## src/rtl/dcache_pkg.sv

```systemverilog
// Shared types and width helpers for the set-associative data cache.
// Tags are held zero-extended to 32 bits so one entry type fits every geometry.
package dcache_pkg;

    typedef enum logic [1:0] {
        IDLE,
        COMPARE,
        WRITE_BACK,
        ALLOCATE
    } state_e;

    typedef enum logic {
        SRC_CPU,
        SRC_SB
    } src_e;

    typedef struct packed {
        logic        valid;
        logic        dirty;
        logic [31:0] tag;
    } tag_entry_t;

    function automatic int clog2_min1(input int n);
        return (n > 1) ? $clog2(n) : 1;
    endfunction

    function automatic int off_w(input int line_words);
        return $clog2(line_words) + 2;
    endfunction

    function automatic int idx_w(input int sets);
        return $clog2(sets);
    endfunction

    function automatic int tag_w(input int sets, input int line_words);
        return 32 - idx_w(sets) - off_w(line_words);
    endfunction

endpackage

```

## src/rtl/dcache_way_array.sv

```systemverilog
// One cache way: tag/state entry and data line per set.
// Writes are synchronous, reads are combinational from the presented index.
module dcache_way_array
    import dcache_pkg::*;
#(
    parameter int SETS       = 4,
    parameter int LINE_WORDS = 4
) (
    input  logic                          clock,
    input  logic                          reset,
    input  logic [$clog2(SETS)-1:0]       index,
    input  logic                          tag_we,
    input  tag_entry_t                    tag_wdata,
    input  logic                          data_we,
    input  logic [32*LINE_WORDS-1:0]      line_wdata,
    input  logic                          word_we,
    input  logic [$clog2(LINE_WORDS)-1:0] word_sel,
    input  logic [31:0]                   word_wdata,
    output tag_entry_t                    entry,
    output logic [32*LINE_WORDS-1:0]      line
);

    tag_entry_t                 tags [SETS];
    logic [32*LINE_WORDS-1:0]   data [SETS];

    // Only the state bits need reset; stale tags are masked by valid.
    always_ff @(posedge clock) begin
        if (reset) begin
            for (int s = 0; s < SETS; s++) begin
                tags[s].valid <= 1'b0;
                tags[s].dirty <= 1'b0;
            end
        end else if (tag_we) begin
            tags[index] <= tag_wdata;
        end
    end

    always_ff @(posedge clock) begin
        if (data_we) begin
            data[index] <= line_wdata;
        end else if (word_we) begin
            data[index][32*word_sel +: 32] <= word_wdata;
        end
    end

    assign entry = tags[index];
    assign line  = data[index];

endmodule

```

## src/rtl/dcache_assoc_ctrl.sv

```systemverilog
// N-way set-associative write-back L1 data cache controller with true LRU.
// Serves MEM-stage loads/store probes and store-buffer drains, one at a time.
module dcache_assoc_ctrl
    import dcache_pkg::*;
#(
    parameter int WAYS       = 2,
    parameter int SETS       = 4,
    parameter int LINE_WORDS = 4,
    parameter int CNT_W      = 32
) (
    input  logic                    clock,
    input  logic                    reset,
    input  logic                    cpu_req_valid,
    input  logic                    cpu_req_rw,
    input  logic [31:0]             cpu_req_addr,
    output logic                    cpu_res_ready,
    output logic [31:0]             cpu_res_data,
    input  logic                    sb_drain_valid,
    input  logic [31:0]             sb_drain_addr,
    input  logic [31:0]             sb_drain_data,
    output logic                    sb_drain_done,
    input  logic                    force_drain,
    output logic                    mem_req_valid,
    output logic                    mem_req_rw,
    output logic [31:0]             mem_req_addr,
    output logic [32*LINE_WORDS-1:0] mem_req_data,
    input  logic                    mem_ready,
    input  logic [32*LINE_WORDS-1:0] mem_rdata,
    output logic [CNT_W-1:0]        hit_count,
    output logic [CNT_W-1:0]        miss_count
);

    localparam int OFF_W  = off_w(LINE_WORDS);
    localparam int IDX_W  = idx_w(SETS);
    localparam int TAG_W  = tag_w(SETS, LINE_WORDS);
    localparam int WSEL_W = OFF_W - 2;
    localparam int WAY_W  = clog2_min1(WAYS);
    localparam int LINE_W = 32 * LINE_WORDS;

    state_e state, state_n;

    logic [31:0]       req_addr;
    logic [31:0]       req_data;
    logic              req_rw;
    src_e              req_src;
    logic [WAY_W-1:0]  victim;
    logic              missed;

    logic [IDX_W-1:0]  req_index;
    logic [WSEL_W-1:0] req_wsel;
    logic [31:0]       req_tag;

    tag_entry_t        way_entry [WAYS];
    logic [LINE_W-1:0] way_line  [WAYS];

    logic [WAYS-1:0]   tag_we;
    logic [WAYS-1:0]   data_we;
    logic [WAYS-1:0]   word_we;
    tag_entry_t        tag_wdata;

    logic              hit;
    logic [WAY_W-1:0]  hit_way;
    logic [WAY_W-1:0]  oldest;
    logic [WAY_W-1:0]  vict_sel;
    logic              found_inv;

    logic              take;
    src_e              take_src;
    logic              set_victim;
    logic              hit_inc;
    logic              miss_inc;
    logic              lru_upd;

    assign req_index = req_addr[OFF_W+IDX_W-1:OFF_W];
    assign req_wsel  = req_addr[OFF_W-1:2];
    assign req_tag   = req_addr >> (OFF_W + IDX_W);

    for (genvar w = 0; w < WAYS; w++) begin : g_way
        dcache_way_array #(
            .SETS       (SETS),
            .LINE_WORDS (LINE_WORDS)
        ) u_way (
            .clock      (clock),
            .reset      (reset),
            .index      (req_index),
            .tag_we     (tag_we[w]),
            .tag_wdata  (tag_wdata),
            .data_we    (data_we[w]),
            .line_wdata (mem_rdata),
            .word_we    (word_we[w]),
            .word_sel   (req_wsel),
            .word_wdata (req_data),
            .entry      (way_entry[w]),
            .line       (way_line[w])
        );
    end

    always_comb begin
        hit     = 1'b0;
        hit_way = '0;
        for (int w = 0; w < WAYS; w++) begin
            if (way_entry[w].valid && way_entry[w].tag == req_tag) begin
                hit     = 1'b1;
                hit_way = WAY_W'(w);
            end
        end
    end

    // Fill holes first; only a full set falls back to the LRU way.
    always_comb begin
        vict_sel  = '0;
        found_inv = 1'b0;
        for (int w = 0; w < WAYS; w++) begin
            if (!found_inv && !way_entry[w].valid) begin
                found_inv = 1'b1;
                vict_sel  = WAY_W'(w);
            end
        end
        if (!found_inv) begin
            vict_sel = oldest;
        end
    end

    if (WAYS > 1) begin : g_lru
        logic [WAY_W-1:0] age [SETS][WAYS];

        always_ff @(posedge clock) begin
            if (reset) begin
                for (int s = 0; s < SETS; s++) begin
                    for (int w = 0; w < WAYS; w++) begin
                        age[s][w] <= WAY_W'(w);
                    end
                end
            end else if (lru_upd) begin
                for (int w = 0; w < WAYS; w++) begin
                    if (WAY_W'(w) == hit_way) begin
                        age[req_index][w] <= '0;
                    end else if (age[req_index][w] < age[req_index][hit_way]) begin
                        age[req_index][w] <= age[req_index][w] + WAY_W'(1);
                    end
                end
            end
        end

        // Ages form a permutation, so the oldest way holds WAYS-1.
        always_comb begin
            oldest = '0;
            for (int w = 0; w < WAYS; w++) begin
                if (age[req_index][w] == WAY_W'(WAYS - 1)) begin
                    oldest = WAY_W'(w);
                end
            end
        end
    end else begin : g_no_lru
        assign oldest = '0;
    end

    always_ff @(posedge clock) begin
        if (reset) begin
            state      <= IDLE;
            req_addr   <= '0;
            req_data   <= '0;
            req_rw     <= 1'b0;
            req_src    <= SRC_CPU;
            victim     <= '0;
            missed     <= 1'b0;
            hit_count  <= '0;
            miss_count <= '0;
        end else begin
            state <= state_n;
            if (take) begin
                req_src <= take_src;
                missed  <= 1'b0;
                if (take_src == SRC_CPU) begin
                    req_addr <= cpu_req_addr;
                    req_data <= '0;
                    req_rw   <= cpu_req_rw;
                end else begin
                    req_addr <= sb_drain_addr;
                    req_data <= sb_drain_data;
                    req_rw   <= 1'b1;
                end
            end
            if (set_victim) begin
                victim <= vict_sel;
                missed <= 1'b1;
            end
            if (hit_inc) begin
                hit_count <= hit_count + CNT_W'(1);
            end
            if (miss_inc) begin
                miss_count <= miss_count + CNT_W'(1);
            end
        end
    end

    always_comb begin
        state_n       = state;
        take          = 1'b0;
        take_src      = SRC_CPU;
        set_victim    = 1'b0;
        hit_inc       = 1'b0;
        miss_inc      = 1'b0;
        lru_upd       = 1'b0;
        tag_we        = '0;
        data_we       = '0;
        word_we       = '0;
        tag_wdata     = '0;
        cpu_res_ready = 1'b0;
        cpu_res_data  = '0;
        sb_drain_done = 1'b0;
        mem_req_valid = 1'b0;
        mem_req_rw    = 1'b0;
        mem_req_addr  = '0;
        mem_req_data  = '0;
        unique case (state)
            IDLE: begin
                if (cpu_req_valid && !force_drain) begin
                    take     = 1'b1;
                    take_src = SRC_CPU;
                    state_n  = COMPARE;
                end else if (sb_drain_valid) begin
                    take     = 1'b1;
                    take_src = SRC_SB;
                    state_n  = COMPARE;
                end
            end
            COMPARE: begin
                if (hit) begin
                    // A post-fill re-compare was already counted as a miss.
                    hit_inc         = !missed;
                    lru_upd         = 1'b1;
                    state_n         = IDLE;
                    tag_wdata       = way_entry[hit_way];
                    tag_wdata.dirty = 1'b1;
                    if (req_src == SRC_SB) begin
                        word_we[hit_way] = 1'b1;
                        tag_we[hit_way]  = 1'b1;
                        sb_drain_done    = 1'b1;
                    end else begin
                        tag_we[hit_way] = req_rw;
                        cpu_res_ready   = 1'b1;
                        cpu_res_data    = way_line[hit_way][32*req_wsel +: 32];
                    end
                end else begin
                    miss_inc   = !missed;
                    set_victim = 1'b1;
                    if (way_entry[vict_sel].valid && way_entry[vict_sel].dirty) begin
                        state_n = WRITE_BACK;
                    end else begin
                        state_n = ALLOCATE;
                    end
                end
            end
            WRITE_BACK: begin
                mem_req_valid = 1'b1;
                mem_req_rw    = 1'b1;
                mem_req_addr  = {way_entry[victim].tag[TAG_W-1:0], req_index, {OFF_W{1'b0}}};
                mem_req_data  = way_line[victim];
                if (mem_ready) begin
                    tag_wdata       = way_entry[victim];
                    tag_wdata.dirty = 1'b0;
                    tag_we[victim]  = 1'b1;
                    state_n         = ALLOCATE;
                end
            end
            ALLOCATE: begin
                mem_req_valid = 1'b1;
                mem_req_addr  = {req_tag[TAG_W-1:0], req_index, {OFF_W{1'b0}}};
                if (mem_ready) begin
                    tag_wdata.valid = 1'b1;
                    tag_wdata.dirty = 1'b0;
                    tag_wdata.tag   = req_tag;
                    tag_we[victim]  = 1'b1;
                    data_we[victim] = 1'b1;
                    state_n         = COMPARE;
                end
            end
            default: state_n = IDLE;
        endcase
    end

endmodule

```

## config.mk

```make
export PLATFORM = sky130hd
export DESIGN_NAME = dcache_assoc_ctrl
export DESIGN_NICKNAME = d
export VERILOG_FILES = /design/src/rtl/dcache_pkg.sv /design/src/rtl/dcache_way_array.sv /design/src/rtl/dcache_assoc_ctrl.sv
export SDC_FILE = /design/constraint.sdc
export NUM_CORES = 2
export LEC_CHECK = 0
export ABC_CLOCK_PERIOD_IN_PS = 13300
export CAP_MARGIN = 20
export CORE_MARGIN = 10
export CORE_UTILIZATION = 25
export DETAILED_ROUTE_END_ITERATION = 12
export PLACE_DENSITY_LB_ADDON = 0.05
export SLEW_MARGIN = 30
export SYNTH_ARGS = -nofsm -noshare
export SYNTH_HDL_FRONTEND = slang
export SYNTH_SLANG_ARGS = --single-unit
export TNS_END_PERCENT = 10
```

## constraint.sdc

```tcl
create_clock -name clock -period 13.3 [get_ports clock]
set_clock_uncertainty 0.05 [all_clocks]
set_input_delay 2.66 -clock clock [delete_from_list [all_inputs] [get_ports clock]]
set_output_delay 2.66 -clock clock [all_outputs]
set_load 0.005 [all_outputs]
```

# Word level (Yosys, flattened, before mapping)

Memory sizes are Yosys's and may differ from the RTL's. A register that Yosys moved wholly into a read port is not among the register bits.
Index checks and enable logic that the tools add are counted.

Memories: 5
Memory bits (writable): 1304
Output and inout port bits: 260
Word-level logic and storage cells: 711
Input bits: 231
Bits in registers: 134

Order comparisons: 9
Add/sub/neg operators: 5
Shift operators: 3
Bitwise logic cells: 262
Equality and inequality tests: 8
Reductions and logical operators: 17
Muxes and demuxes: 393

Memory list:

| memory              | depth | bits a word | read ports | clocked after memory_dff | write ports | RTL line                 | source |
|---|---|---|---|---|---|---|---|
| g_way[0].u_way.data | 4     | 128         | 1          | 1                        | 1           | dcache_way_array.sv:24   | `logic [32*LINE_WORDS-1:0] data [SETS];` |
| g_way[1].u_way.data | 4     | 128         | 1          | 1                        | 1           | dcache_way_array.sv:24   |  |
| g_way[0].u_way.tags | 4     | 34          | 1          | 1                        | 4           | dcache_way_array.sv:23   | `tag_entry_t tags [SETS];` |
| g_way[1].u_way.tags | 4     | 34          | 1          | 1                        | 4           | dcache_way_array.sv:23   |  |
| g_lru.age           | 4     | 2           | 1          | 1                        | 4           | dcache_assoc_ctrl.sv:125 | `logic [WAY_W-1:0] age [SETS][WAYS];` |

Operators by type and width:

| cell                        | count |
|---|---|
| $mux W128                   | 9 |
| $mux W34                    | 14 |
| $mux W1                     | 330 |
| $or A1 B1 Y1                | 258 |
| $mux W32                    | 5 |
| $shift A32 B34 Y128 const A | 1 |
| $shiftx A128 B8 Y32         | 1 |
| $shiftx A32 B34 Y128        | 1 |
| $pmux W34 S3                | 1 |
| $reduce_or A34 Y1           | 2 |
| $add A32 B1 Y32 const B     | 2 |
| $eq A32 B26 Y1              | 2 |
| $pmux W32 S2                | 1 |
| $mux W2                     | 29 |
| $neg A7 Y34                 | 1 |
| $pmux W2 S4                 | 1 |
| $logic_and A1 B1 Y1         | 7 |
| $ge A2 B2 Y1 const B        | 3 |
| $not A1 Y2                  | 3 |
| $eq A2 B2 Y1 const B        | 2 |
| $lt A1 B2 Y1 const B        | 2 |
| $ne A2 B2 Y1 const B        | 2 |
| $pmux W2 S2                 | 1 |
| $reduce_or A2 Y1            | 2 |
| other kinds (11)            | 17 |

# Logic depth before layout (Yosys ltp)

Word-level depth: 16
Gate-level depth with buffers: 13
Mapped depth without buffers: 8

# By module

A second synthesis with hierarchy kept.

Cell total of the unflattened synthesis: 4277
Area total of the unflattened synthesis: 65434.0 µm²

Modules (own cells, without submodules):

| module                            | seq. area each (µm²) | area an instance (µm²) | times used | cells an instance |
|---|---|---|---|---|
| dcache_way_array (g_way[1].u_way) | 19458.7              | 26352.8                | 1          | 1265 |
| dcache_way_array (g_way[0].u_way) | 19458.7              | 26350.3                | 1          | 1273 |
| dcache_assoc_ctrl                 | 2912.8               | 12731.0                | 1          | 1739 |

# Worst setup path after synthesis

No wires, ideal clock.

Path type: register to output
Start point: reg with a tool-made name
End point: out cpu_res_data[10]
Slack: 7460 ps
Cell stages (with the launch flop): 14
Data required time: 10590 ps
Arrival time: 3130 ps
Path buffers: 5
Cells stage by stage: dfxtp_1 buf_6 buf_2 mux4_2 xnor2_1 nand4_1 nor2_1 and4_1 buf_2 clkbuf_1 clkbuf_1 nand2_1 a31oi_1 o311a_1

RTL lines:

| element          | RTL line                | source |
|---|---|---|
| end: declaration | dcache_assoc_ctrl.sv:17 | `output logic [31:0] cpu_res_data,` |

==> summary.txt <==
Run status
  • Run status: finished, final reports clean

Timing
  • Final setup margin: 3590 ps
  • Fmax: 0.103 GHz
  • Crit path time final: 9710 ps
  • Setup_tns: 0 ps
  • Worst Tran Pin Value: 1120 ps
  • Final period util: 73.0%
  • Final setup viols: 0
  • Max Transition Viols Final: 0
  • RSZ-0062 raised after global routing: false
  • Hold Violations, Final: 0
  • Slew headroom: 25.4%

Yosys
  • Post-synthesis mux area share: 16.5%
  • Simple-Gate Fraction of Synth Area: 8.43%
  • Synth Area in Compound Gates: 5.92%
  • Yosys reg bits: 1438
  • Yosys warning count: 0
  • Post-synth ARST share: 0%
  • Main flop type after synthesis: edfxtp_1
  • Register area share after synthesis: 65.2%
  • Post-synth design cell area: 64100 sq um
  • Largest family of logic cells by synthesized area: multiplexers
  • Syn Area/Cell: 14.5 sq um
  • Post-synth EDFFs: 1303
  • Post-Synth XOR/XNOR Area: 0.806%
  • Synth Area in Adders: 0.234%
  • Cell count after synthesis: 4414
  • Unique cell type count in the Yosys netlist: 62

Cells and area
  • Final #Nets: 5133
  • Layout cells sized above 1: 15.7%
  • Layout area overhead: 22.6%
  • Most frequent cells in the layout: edfxtp_1, nand2_1, clkdlybuf4s50_1
  • Most common cell after layout, fill and taps aside: edfxtp_1

Floorplanning
  • Die Ht: 526 microns
  • Num rows: 185
  • Initial core utilization: 25.2%
  • Core area: 255000 sq um
  • Die X-Extent: 526 microns
  • Top Ports: 491
  • Die area: 277000 sq um

Placement
  • HPWL after detailed placement: 167000 microns
  • GP Congestion: 0.729
  • Post-Place Worst Slack: 4190 ps
  • IO buf count: 482

Global route
  • Largest net degree at the start of global routing: 123
  • Top Usage Layer GRT: met2
  • Met3 usage: 3.30%
  • Global Route Usage Sum: 18.4%
  • Initial antenna violation count: 27
  • M2 GR Usage: 31.3%
  • GRT overflow: 0
  • Met1 usage: 24.9%
  • First-pass GRT wire length: 359000 microns
  • Vias in the first global route: 40700

Critical path
  • Crit path DAT: 7000 ps
  • Startpoint types: flip-flop
  • Crit path kind: flip-flop to output pin
  • CP endpoint kind: output pin
  • CP max FO: 122
  • CP required: 10590 ps

Job
  • MaxCap Viol Count: 0

Clocking
  • TritonCTS clock tree: done
  • CTS resizes: 0
  • Worst skew pair latency: 800 ps
  • TritonCTS Buffers: 174
  • Root Driver: clkbuf_16
  • CTS Sinks: 1438
  • Reg clk slew, reported paths: 60 ps
  • Hold buffer count at CTS: 0
  • Bufs on Longest Clock Path: 3
  • H-Tree Level Count: 4
  • Post-CTS Setup Bufs: 0

Drt
  • Wire length per cell: 31.4 microns
  • Drt initial violations: 3098
  • Length of the first detailed-routing pass in iterations: 5
  • Vias after detailed routing: 40200
  • Drt drc: 0
  • Routed Antenna Nets: 0
  • Total Routed Length: 264000 microns
  • Vias per cell: 4.78

Power and ir drop
  • Pwr/cell area: 147 nW/um^2
  • Max VDD drop: 124 uV
  • Pleak: 0.0255 uW

Worst hold path
  • HP Class: flip-flop to flip-flop
-- state kept, by name, indices dropped and copies added, names as in the netlist, named ones only --
name,cells
state,2
miss_count,32
g_way.u_way.data,1024
req_rw,1
req_src,1
g_lru.age,8
missed,1
g_way.u_way.tags,272
req_addr,30
hit_count,32
victim,1
req_data,32
-- logic make-up after synthesis --
logic type               after synthesis
AO/OA/AOI/OAI                        636
flip-flops                          1438
buffers and inverters                455
multiplexers                         647
AND/OR/NAND/NOR                     1166
adder cells (fa/ha/maj)               12
other                                  1
XOR/XNOR                              59
-- report_power, final --
group,internal (uW),switching [uW],total (uW)
clock,2500,1930,4430
sequential,4970,142,5110
combinational,765,1240,2000
-- routing by layer --
metal | wire length [microns] | part of all wire, %
met2 | 129000 | 49
met5 | 22 | 0.0083
met1 | 118000 | 45
met4 | 4440 | 1.7
met3 | 13000 | 4.9
-- worst paths after layout --
check,from,depth (start not counted),slack [ps],to
max,flip-flop,11,3590,cpu_res_data[15]
min,miss_count[30],2,450,miss_count[30]
max reg2reg,flip-flop,11,6370,g_way[1].u_way.data[2][79]
min reg2reg,miss_count[30],2,450,miss_count[30]
-- synthesized netlist by cell type (11+ instances only) --
cell / count / area share, %
and3_1: 11 / 0.11
a22o_1: 27 / 0.37
dfxtp_1: 135 / 4.2
o21ai_0: 248 / 1.9
a21oi_1: 181 / 1.4
nand3b_1: 34 / 0.40
mux2_2: 30 / 0.53
o31ai_1: 17 / 0.20
clkbuf_1: 213 / 1.2
a211oi_1: 30 / 0.35
nor2_1: 173 / 1.0
or4_1: 18 / 0.21
edfxtp_1: 1303 / 61
or3_1: 30 / 0.29
buf_6: 16 / 0.28
o311a_1: 31 / 0.48
nand3_1: 62 / 0.48
xnor2_1: 58 / 0.79
buf_1: 58 / 0.34
nor3_1: 23 / 0.18
nor2b_1: 141 / 1.4
mux4_2: 324 / 11
nand2_1: 603 / 3.5
a31oi_1: 33 / 0.32
mux2i_1: 293 / 4.6
a22oi_1: 32 / 0.37
nand4_1: 31 / 0.30
ha_1: 12 / 0.23
inv_1: 154 / 0.90
-- final cells by class --
type                            instances  area, sq um
Sequential cell                      1438        41900
Multi-Input combinational cell       2524        21000
Tap cell                             3366         4210
Clock inverter                         79          524
Timing Repair Buffer                  597         5790
Fill cell                           25200       176000
Clock buffer                          236         4650
Inverter                              155          582
Antenna cell                           11         27.5
-- worst max-delay path, stage by stage, from the launching register on --
cell and delay (ps):
dfxtp_4 630, buf_4 600, mux4_2 650, xnor2_1 390, nand4_1 150, nor2_1 470, and4_4 880, buf_12 610
nand2_1 100, a31oi_1 600, o311a_1 310, clkdlybuf4s50_1 510
-- per-stage QoR --
step	hold slack, ps	cells	instance area (sq um)	power [uW]	utilization (%)
2_1_floorplan	410	4417	64100	6270	-
3_3_place_gp	433	8077	73300	7270	28.8
3_5_place_dp	444	8078	73300	7270	28.8
4_1_cts	453	8393	78500	11700	30.8
5_1_grt	467	8397	78600	12000	30.9
6_report	451	8406	78600	11500	30.9
Note: power is estimated with default switching activity, not from simulation.
